--- config.mk ---
export PLATFORM = sky130hd
export DESIGN_NAME = seq_shift_add_mult
export DESIGN_NICKNAME = d
export VERILOG_FILES = /design/src/rtl/mult_pkg.sv /design/src/rtl/mult_addsub.sv /design/src/rtl/seq_shift_add_mult.sv
export SDC_FILE = /design/constraint.sdc
export NUM_CORES = 1
export LEC_CHECK = 0
export ABC_AREA = 1
export CAP_MARGIN = 30
export CORE_ASPECT_RATIO = 0.5
export CORE_UTILIZATION = 40
export CTS_BUF_LIST = sky130_fd_sc_hd__clkbuf_4
export DETAILED_ROUTE_END_ITERATION = 12
export PLACE_DENSITY_LB_ADDON = 0.1
export SLEW_MARGIN = 25
export SYNTH_ARGS = -nofsm -noshare
export SYNTH_HDL_FRONTEND = slang
export SYNTH_SLANG_ARGS = --single-unit
--- constraint.sdc ---
create_clock -name clock -period 4.2 [get_ports clock]
set_clock_uncertainty 0.15 [all_clocks]
set_input_delay 0.63 -clock clock [delete_from_list [all_inputs] [get_ports clock]]
set_output_delay 0.63 -clock clock [all_outputs]
set_load 0.05 [all_outputs]
--- src/rtl/mult_pkg.sv ---
// rtl/mult_pkg.sv - shared FSM state type and width limits for the sequential multiplier
//
// Purpose: common declarations imported by seq_shift_add_mult.
//   state_t    : IDLE / RUN / DONE controller states
//   WIDTH_MIN  : smallest legal operand width
//   WIDTH_MAX  : largest legal operand width
package mult_pkg;

  typedef enum logic [1:0] {
    IDLE = 2'd0,
    RUN  = 2'd1,
    DONE = 2'd2
  } state_t;

  localparam int WIDTH_MIN = 2;
  localparam int WIDTH_MAX = 32;

endpackage

--- src/rtl/mult_addsub.sv ---
// rtl/mult_addsub.sv - WIDTH-bit adder/subtractor with carry-out and sign-extension bit
//
// Purpose: combinational add (or subtract, signed build only) of the running
// partial product and the multiplicand.
// Optional feature macro: SEQ_MULT_SIGNED_EN (adds i_sub and o_sext).
// Ports:
//   i_a     in  WIDTH  partial product upper half
//   i_b     in  WIDTH  multiplicand
//   i_sub   in  1      subtract i_b instead of adding (signed build only)
//   o_sum   out WIDTH  low WIDTH bits of the result
//   o_carry out 1      unsigned carry-out
//   o_sext  out 1      bit WIDTH of the sign-extended result (signed build only)
module mult_addsub #(
  parameter int WIDTH = 8
) (
  input  logic [WIDTH-1:0] i_a,
  input  logic [WIDTH-1:0] i_b,
`ifdef SEQ_MULT_SIGNED_EN
  input  logic             i_sub,
  output logic             o_sext,
`endif
  output logic [WIDTH-1:0] o_sum,
  output logic             o_carry
);

`ifdef SEQ_MULT_SIGNED_EN
  logic [WIDTH-1:0] w_b;
  logic [WIDTH:0]   w_u;

  // a - b == a + ~b + 1
  assign w_b = i_sub ? ~i_b : i_b;
  assign w_u = {1'b0, i_a} + {1'b0, w_b} + {{WIDTH{1'b0}}, i_sub};
  assign o_sum   = w_u[WIDTH-1:0];
  assign o_carry = w_u[WIDTH];
  // Bit WIDTH of the sign-extended sum: both sign bits plus the carry into that position.
  assign o_sext  = i_a[WIDTH-1] ^ w_b[WIDTH-1] ^ w_u[WIDTH];
`else
  assign {o_carry, o_sum} = {1'b0, i_a} + {1'b0, i_b};
`endif

endmodule

--- src/rtl/seq_shift_add_mult.sv ---
// rtl/seq_shift_add_mult.sv - sequential shift-and-add multiplier, one bit per clock
//
// Purpose: multiplies two WIDTH-bit operands in WIDTH RUN cycles, producing a
// 2*WIDTH-bit product in {HI_FF, LO_FF}.
// Optional feature macro: SEQ_MULT_SIGNED_EN (two's-complement mode, port signed_op).
// Ports:
//   clock        in  1      rising-edge clock
//   reset        in  1      asynchronous active-high reset
//   start        in  1      start request, honoured in IDLE or DONE
//   multiplicand in  WIDTH  operand A
//   multiplier   in  WIDTH  operand B
//   signed_op    in  1      two's-complement request (signed build only)
//   busy         out 1      high while iterating
//   done         out 1      one-cycle completion pulse
//   HI_FF        out WIDTH  upper product half
//   LO_FF        out WIDTH  lower product half
module seq_shift_add_mult
  import mult_pkg::*;
#(
  parameter int WIDTH = 8
) (
  input  logic             clock,
  input  logic             reset,
  input  logic             start,
  input  logic [WIDTH-1:0] multiplicand,
  input  logic [WIDTH-1:0] multiplier,
`ifdef SEQ_MULT_SIGNED_EN
  input  logic             signed_op,
`endif
  output logic             busy,
  output logic             done,
  output logic [WIDTH-1:0] HI_FF,
  output logic [WIDTH-1:0] LO_FF
);

  localparam int CW = $clog2(WIDTH + 1);

  if (WIDTH < WIDTH_MIN || WIDTH > WIDTH_MAX) begin : g_width_check
    $error("seq_shift_add_mult: WIDTH out of range");
  end

  state_t           r_state;
  logic [WIDTH-1:0] r_hi;
  logic [WIDTH-1:0] r_lo;
  logic [WIDTH-1:0] r_mcand;
  logic [CW-1:0]    r_cnt;
  logic             r_busy;
  logic             r_done;

  logic             w_last;
  logic [WIDTH-1:0] w_sum;
  logic             w_carry;
  logic [WIDTH-1:0] w_new;
  logic             w_msb;

  assign w_last = (r_cnt == CW'(1));

`ifdef SEQ_MULT_SIGNED_EN
  logic r_signed;
  logic w_sub;
  logic w_sext;

  // Signed mode: the multiplier's MSB carries weight -2^(WIDTH-1), so the last step subtracts.
  assign w_sub = r_signed & w_last;

  mult_addsub #(.WIDTH(WIDTH)) u_addsub (
    .i_a     (r_hi),
    .i_b     (r_mcand),
    .i_sub   (w_sub),
    .o_sext  (w_sext),
    .o_sum   (w_sum),
    .o_carry (w_carry)
  );

  always_comb begin
    w_new = r_lo[0] ? w_sum : r_hi;
    if (r_signed) begin
      // Arithmetic shift: keep the sign of the (possibly updated) partial product.
      w_msb = r_lo[0] ? w_sext : r_hi[WIDTH-1];
    end else begin
      w_msb = r_lo[0] & w_carry;
    end
  end
`else
  mult_addsub #(.WIDTH(WIDTH)) u_addsub (
    .i_a     (r_hi),
    .i_b     (r_mcand),
    .o_sum   (w_sum),
    .o_carry (w_carry)
  );

  always_comb begin
    w_new = r_lo[0] ? w_sum : r_hi;
    w_msb = r_lo[0] & w_carry;
  end
`endif

  always_ff @(posedge clock or posedge reset) begin
    if (reset) begin
      r_state <= IDLE;
      r_hi    <= '0;
      r_lo    <= '0;
      r_mcand <= '0;
      r_cnt   <= '0;
      r_busy  <= 1'b0;
      r_done  <= 1'b0;
`ifdef SEQ_MULT_SIGNED_EN
      r_signed <= 1'b0;
`endif
    end else begin
      case (r_state)
        RUN: begin
          // {HI,LO} <= {msb, new_hi, LO[W-1:1]}: one combined right shift of the product register.
          r_hi  <= {w_msb, w_new[WIDTH-1:1]};
          r_lo  <= {w_new[0], r_lo[WIDTH-1:1]};
          r_cnt <= r_cnt - CW'(1);
          if (w_last) begin
            r_state <= DONE;
            r_busy  <= 1'b0;
            r_done  <= 1'b1;
          end
        end
        default: begin
          // IDLE and DONE both accept start; DONE otherwise falls back to IDLE.
          r_done <= 1'b0;
          if (start) begin
            r_state <= RUN;
            r_busy  <= 1'b1;
            r_hi    <= '0;
            r_lo    <= multiplier;
            r_mcand <= multiplicand;
            r_cnt   <= CW'(WIDTH);
`ifdef SEQ_MULT_SIGNED_EN
            r_signed <= signed_op;
`endif
          end else begin
            r_state <= IDLE;
          end
        end
      endcase
    end
  end

  assign busy  = r_busy;
  assign done  = r_done;
  assign HI_FF = r_hi;
  assign LO_FF = r_lo;

endmodule

======== After elaboration in Yosys (flattened, before gate mapping) ========
Cells that the tools add are included.
word-level totals
  register bits ........................... 32
  bits in latches ......................... 0
  memory bits (writable) .................. 0
  ROM bits ................................ 0
  input bits .............................. 19
  memories ................................ 0
operators by class
  add/subtract/negate cells ............... 2
  $mul .................................... 0
  div/mod/pow operators ................... 0
  $lt $le $gt $ge ......................... 0
  eq/ne operators ......................... 3
  shift-type cells ........................ 0
  multiplexer cells ....................... 15
  bitwise logic cells ..................... 2
  reductions and logical operators ........ 3
operators by type and width
  operator                                           number
  2-to-1 mux 8 bit                                   5
  adder 8 x 8 -> 9 bit                               1
  2-to-1 mux 4 bit                                   2
  2-to-1 mux 1 bit                                   6
  == test 4 x 1 -> 1 bit (second input constant)     1
  2-to-1 mux 2 bit                                   2
  AND reduction 2 bit                                2
  subtractor 4 x 1 -> 4 bit (second input constant)  1
  == test 2 x 1 -> 1 bit (second input constant)     1
  inequality test 2 bit (second input constant)      1
  nonzero test 2 bit                                 1
  bitwise AND 1 bit                                  1
  inverter 1 bit                                     1

======== Logic depth before layout (Yosys ltp) ========
  depth in word-level cells ............... 3
  depth in mapped cells ................... 10

======== Cells and area by module ========
From an unflattened synthesis, not the netlist that was laid out.
second synthesis, totals
  cells, all modules ...................... 223
  area, all modules ....................... 1819.2 um^2
modules (own cells, without submodules)
  module              instances  cells an instance  area an instance (um^2)
  seq_shift_add_mult  1          164                1442.6
  mult_addsub         1          59                 376.6

======== Worst setup path after synthesis ========
Ideal clock, no wire load.
  path kind ............................... register to register
  start ................................... register r_hi[0] (netlist: HI_FF[0])
  end ..................................... register r_hi[3] (netlist: HI_FF[3])
  setup time .............................. 0.123 ns
  arrival ................................. 1.764 ns
  slack ................................... 2.163 ns
  cell stages (with the launch flop) ...... 10
  path buffers ............................ 0
  period minus slack after synthesis ...... 2.037 ns
  cell sequence ........................... dfrtp_1 > ha_1 > inv_1 > fa_1 > inv_1 > nand3_1 > nand3_1 > xor2_1 > o21ai_0 > nand2_1
between the ends
  longest elaborated chain between the ends .. 3
ends and longest elaborated chain
  what                    RTL line                   RTL
  start, declared         seq_shift_add_mult.sv:43   logic [WIDTH-1:0] r_hi;
  start signal, assigned  seq_shift_add_mult.sv:114  r_hi <= {w_msb, w_new[WIDTH-1:1]};
  adder 8 x 8 -> 9 bit    mult_addsub.sv:38          assign {o_carry, o_sum} = {1'b0, i_a} + {1'b0, i_b};
  2-to-1 mux 8 bit        seq_shift_add_mult.sv:93   w_new = r_lo[0] ? w_sum : r_hi;
  2-to-1 mux 8 bit        seq_shift_add_mult.sv:111  case (r_state)
Every way passes these cells.
A chain may end at the register's enable or synchronous reset.

======== Worst setup path in the final report ========
  start ................................... register r_lo[0] (netlist: LO_FF[0])
  end ..................................... output port LO_FF[0]
RTL lines
  what                    RTL line                   RTL
  start, declared         seq_shift_add_mult.sv:44   logic [WIDTH-1:0] r_lo;
  start signal, assigned  seq_shift_add_mult.sv:115  r_lo <= {w_new[0], r_lo[WIDTH-1:1]};
  start signal, assigned  seq_shift_add_mult.sv:130  r_lo <= multiplier;
  end, declared           seq_shift_add_mult.sv:33   output logic [WIDTH-1:0] LO_FF
No word-level cell between the ends.

==> results by stage <==
Worst setup path:
- The data arrival at the endpoint of the critical path is 1780 ps.
- The slowest cell on the critical path is sky130_fd_sc_hd__clkdlybuf4s50_1.
- In this design, the stage delay of the slowest critical-path cell is 880 ps.
- The endpoint class of the critical path is a primary output.
- In this run the number of cells on the critical path is 1.
- Traced cell by cell, the critical path runs through clkdlybuf4s50_1.
- At the worst endpoint, the required time is 3420 ps.
- The worst setup path is launched from a flip-flop.
- The critical path is of the flip-flop to primary output type.
- Among cell families on the critical path, the largest total delay comes from buffers and inverters.
- Of all nets on the critical path, the largest fanout is 11.
- The worst reg-to-reg path cell count is 9.
- The number of buffers and inverters on the critical path is 1.

Drt:
- Dividing the detail-routed via count by the number of cells gives 4.76.
- The first detailed-routing pass ran for 4 iterations.
- In this run, the number of DRC markers left after iteration 0 of detailed routing was 68.
- After detailed routing, the total wire length is 4110 µm.
- After detailed routing, the average wire length per cell comes to 13.1 µm.
- The detailed-route via count is 1496.
- The final routed DRC violation total is 0.
- The count of antenna-violating nets left after detailed routing is 0.

Synthesis:
- The synthesized netlist occupies a cell area of 1760 µm².
- Yosys attributes the largest share of cell area to sky130_fd_sc_hd__dfrtp_1 44%, sky130_fd_sc_hd__nand2_1 16%, sky130_fd_sc_hd__ha_1 7.1%.
- The prevailing post-synth register cell is sky130_fd_sc_hd__dfrtp_1.
- Yosys mapped the design onto 29 distinct sky130hd cell types.
- The most repeated cell in the gate-level netlist after synthesis is sky130_fd_sc_hd__nand2_1.
- The number of nets in the synthesized netlist is 248.
- Counting flops with a built-in enable in the synthesized netlist gives 0.
- The cell count after synthesis came out at 218.
- The number of synthesized register bits is 31.
- The area fraction of the dominant cell type after synthesis is 0.441.
- The biggest area contributor in the post-synthesis netlist is sky130_fd_sc_hd__dfrtp_1.
- The share of the Yosys chip area taken by registers is 0.441.
- The average instance in the mapped netlist occupies 8.06 µm².
- The yosys synthesis warning count is 0.
- The async set or reset register ratio after synthesis is 1.00.
- In the synthesized netlist, the cells that appear most often are 74 x sky130_fd_sc_hd__nand2_1, 31 x sky130_fd_sc_hd__dfrtp_1, 31 x sky130_fd_sc_hd__inv_1, 13 x sky130_fd_sc_hd__o21ai_0, 12 x sky130_fd_sc_hd__nor2_1.

Pwr:
- The power density relative to cell area is 906 nW/µm².
- The analysis attributes to cell leakage a power of 1.13 nW.
- Across the VDD grid, the largest voltage drop is 0.404 mV.

Min path:
- In this run the worst hold path is classified as flip-flop to flip-flop.
- The depth of the worst hold-timing path is 1.

Clocking:
- The master cell of the clock root buffer is sky130_fd_sc_hd__clkbuf_4.
- The clock-pin slew reported for the worst setup and hold paths after clock tree synthesis is 110 ps.
- The cts-stage hold buffer count is 0.
- For this design, the sink count on the clock tree is 31.
- Post-CTS timing repair inserted 0 buffers for setup.
- TritonCTS built the clock tree.
- The latest clock arrival within the worst-skew pair is 330 ps.
- CTS built an H-tree with a depth of 2.
- The buffer depth of the longest clock path is 2.
- The total CTS buffers is 5.
- Once the clock tree was built, the resizer swapped 0 gates to a different size.

Layout:
- Registers take 776 µm².
- 0 antenna diodes ended up in the layout.
- Of the cells placed in the final design, the portion with a size suffix greater than 1 is 0.0731.
- The area used by multi-input combinational logic is 808 µm².
- The count of nets after finishing is 289.
- The number of filler instances in the final layout is 401.
- For this run, the number of standard cells in the final layout without fillers is 314.
- At the end of the flow the core is filled with cells to 0.551.
- Compared with the post-synthesis result, the final layout area differs by 26.7%.

GRT:
- The maximum number of pins on one net before global-route repair is 23.
- The initial antenna violation count is 0.
- In the global route stage, overall resource usage came out at 0.197.
- The total congestion overflow is 0.
- The via count of the first global-routing pass was 1454.
- The global-route wire length before repair is 6850 µm.

STA:
- The final hold violation count came to 0.
- Derived from the worst setup path, the maximum achievable clock frequency is 391 MHz.
- For the pin with the worst max-slew slack, the measured transition is 516 ps.
- The worst path needs 2560 ps of the cycle, external delays included.
- Measured against its own limit, the worst slew margin works out to 0.655.
- The final period utilization is 0.609.
- The count of endpoints failing setup in the final report is 0.
- The sum of negative setup slack is 0 ps.
- Once routing completed, OpenROAD measured the worst setup slack at 1640 ps.
- The count of pins over their slew limit is 0.
- Setup repair after global routing left no endpoint under its margin.

Placement:
- The pre-CTS setup slack is 1930 ps.
- The placed instance count is 305.
- The count of buffers added on input and output ports is 36.
- The weighted congestion at the end of routability-driven global placement is 0.789.
- Summed over all nets, the half-perimeter wirelength after detailed placement is 2950 µm.

Floorplanning:
- The cell row count is 16.
- The floorplan step defined a core boundary enclosing 4040 µm².
- In this run the horizontal extent of the chip is 95.8 µm.
- In this run the count of I/O pins placed on the die edge is 37.
- Measured along the y axis, the die boundary spans 48.9 µm.
- The total die area is 4680 µm².
- The initial cell density of the core is 0.435.

Outcome:
- The flow ran to the end, and the final reports show no timing, DRC or antenna violations.

Run:
- The reported max-cap violation count is 0.
==> where the power goes <==
group	internal, mW	leakage (nW)	switching [mW]
clock network	0.0711	0.0317	0.113
logic	0.442	0.714	0.834
registers	0.445	0.381	0.114
total	0.958	1.13	1.06
==> kinds of logic after synthesis <==
logic type / Yosys count / synth area share
simple gates: 105 / 0.257
buf+inv: 38 / 0.0989
compound gates: 31 / 0.110
flops: 31 / 0.441
fa+ha+maj: 11 / 0.0826
xor+xnor: 2 / 0.00997
==> flip-flops by register name (all words and copies together) (netlist names) <==
name	count
HI_FF	8
r_state	1
r_cnt	4
busy	1
done	1
LO_FF	8
r_mcand	8
==> through the flow <==
step / hold slack, ps / total power [mW] / instance area (µm²)
global placement: 319 / 1.81 / 2150
finish: 341 / 2.02 / 2230
detailed placement: 320 / 1.84 / 2150
global route: 373 / 2.19 / 2230
floorplan: 302 / 1.50 / 1760
CTS: 346 / 2.03 / 2210
==> routing by layer <==
layer | up-vias | share of wire | wire, µm | GRT usage
li1 | 782 | - | - | -
met1 | 677 | 0.54 | 2200 | 0.288
met2 | 35 | 0.42 | 1720 | 0.294
met3 | 2 | 0.041 | 168 | 0.0561
met4 | 0 | 0.0032 | 13 | 0.0299
met5 | - | 0 | 0 | 0
==> final timing paths <==
kind,endpoint,from,slack (ps)
max in group asynchronous,HI_FF[3],reset,2920
hold reg to reg,r_cnt[3],r_cnt[3],340
setup reg to reg,HI_FF[3],HI_FF[0],2250
setup / recovery,LO_FF[0],LO_FF[0],1640
min in group asynchronous,r_cnt[3],reset,360
hold / removal,r_cnt[3],r_cnt[3],340
==> cell usage in the layout, fill, tap and decap left out, types with 2 or more instances in the layout <==
cell	synthesis	final
sky130_fd_sc_hd__nand2_1	74	74
sky130_fd_sc_hd__clkdlybuf4s50_1	0	36
sky130_fd_sc_hd__dfrtp_1	31	31
sky130_fd_sc_hd__inv_1	31	31
sky130_fd_sc_hd__o21ai_0	13	13
sky130_fd_sc_hd__nor2_1	12	12
sky130_fd_sc_hd__nand3_1	11	11
sky130_fd_sc_hd__ha_1	10	10
sky130_fd_sc_hd__a21oi_1	6	6
sky130_fd_sc_hd__clkbuf_4	0	6
sky130_fd_sc_hd__nand4_1	4	4
sky130_fd_sc_hd__o211ai_1	4	4
sky130_fd_sc_hd__o221ai_1	3	3
sky130_fd_sc_hd__xor2_1	2	2
==> final cells by class <==
class                   instances  area share
repair buffers                 38       0.172
multi-input cells             149       0.363
clock inverters                 2     0.00562
clock buffers                   6      0.0202
well taps                      54      0.0303
inverters                      34      0.0607
flip-flops and latches         31       0.348
No activity file was read; power rests on OpenSTA's default activity.
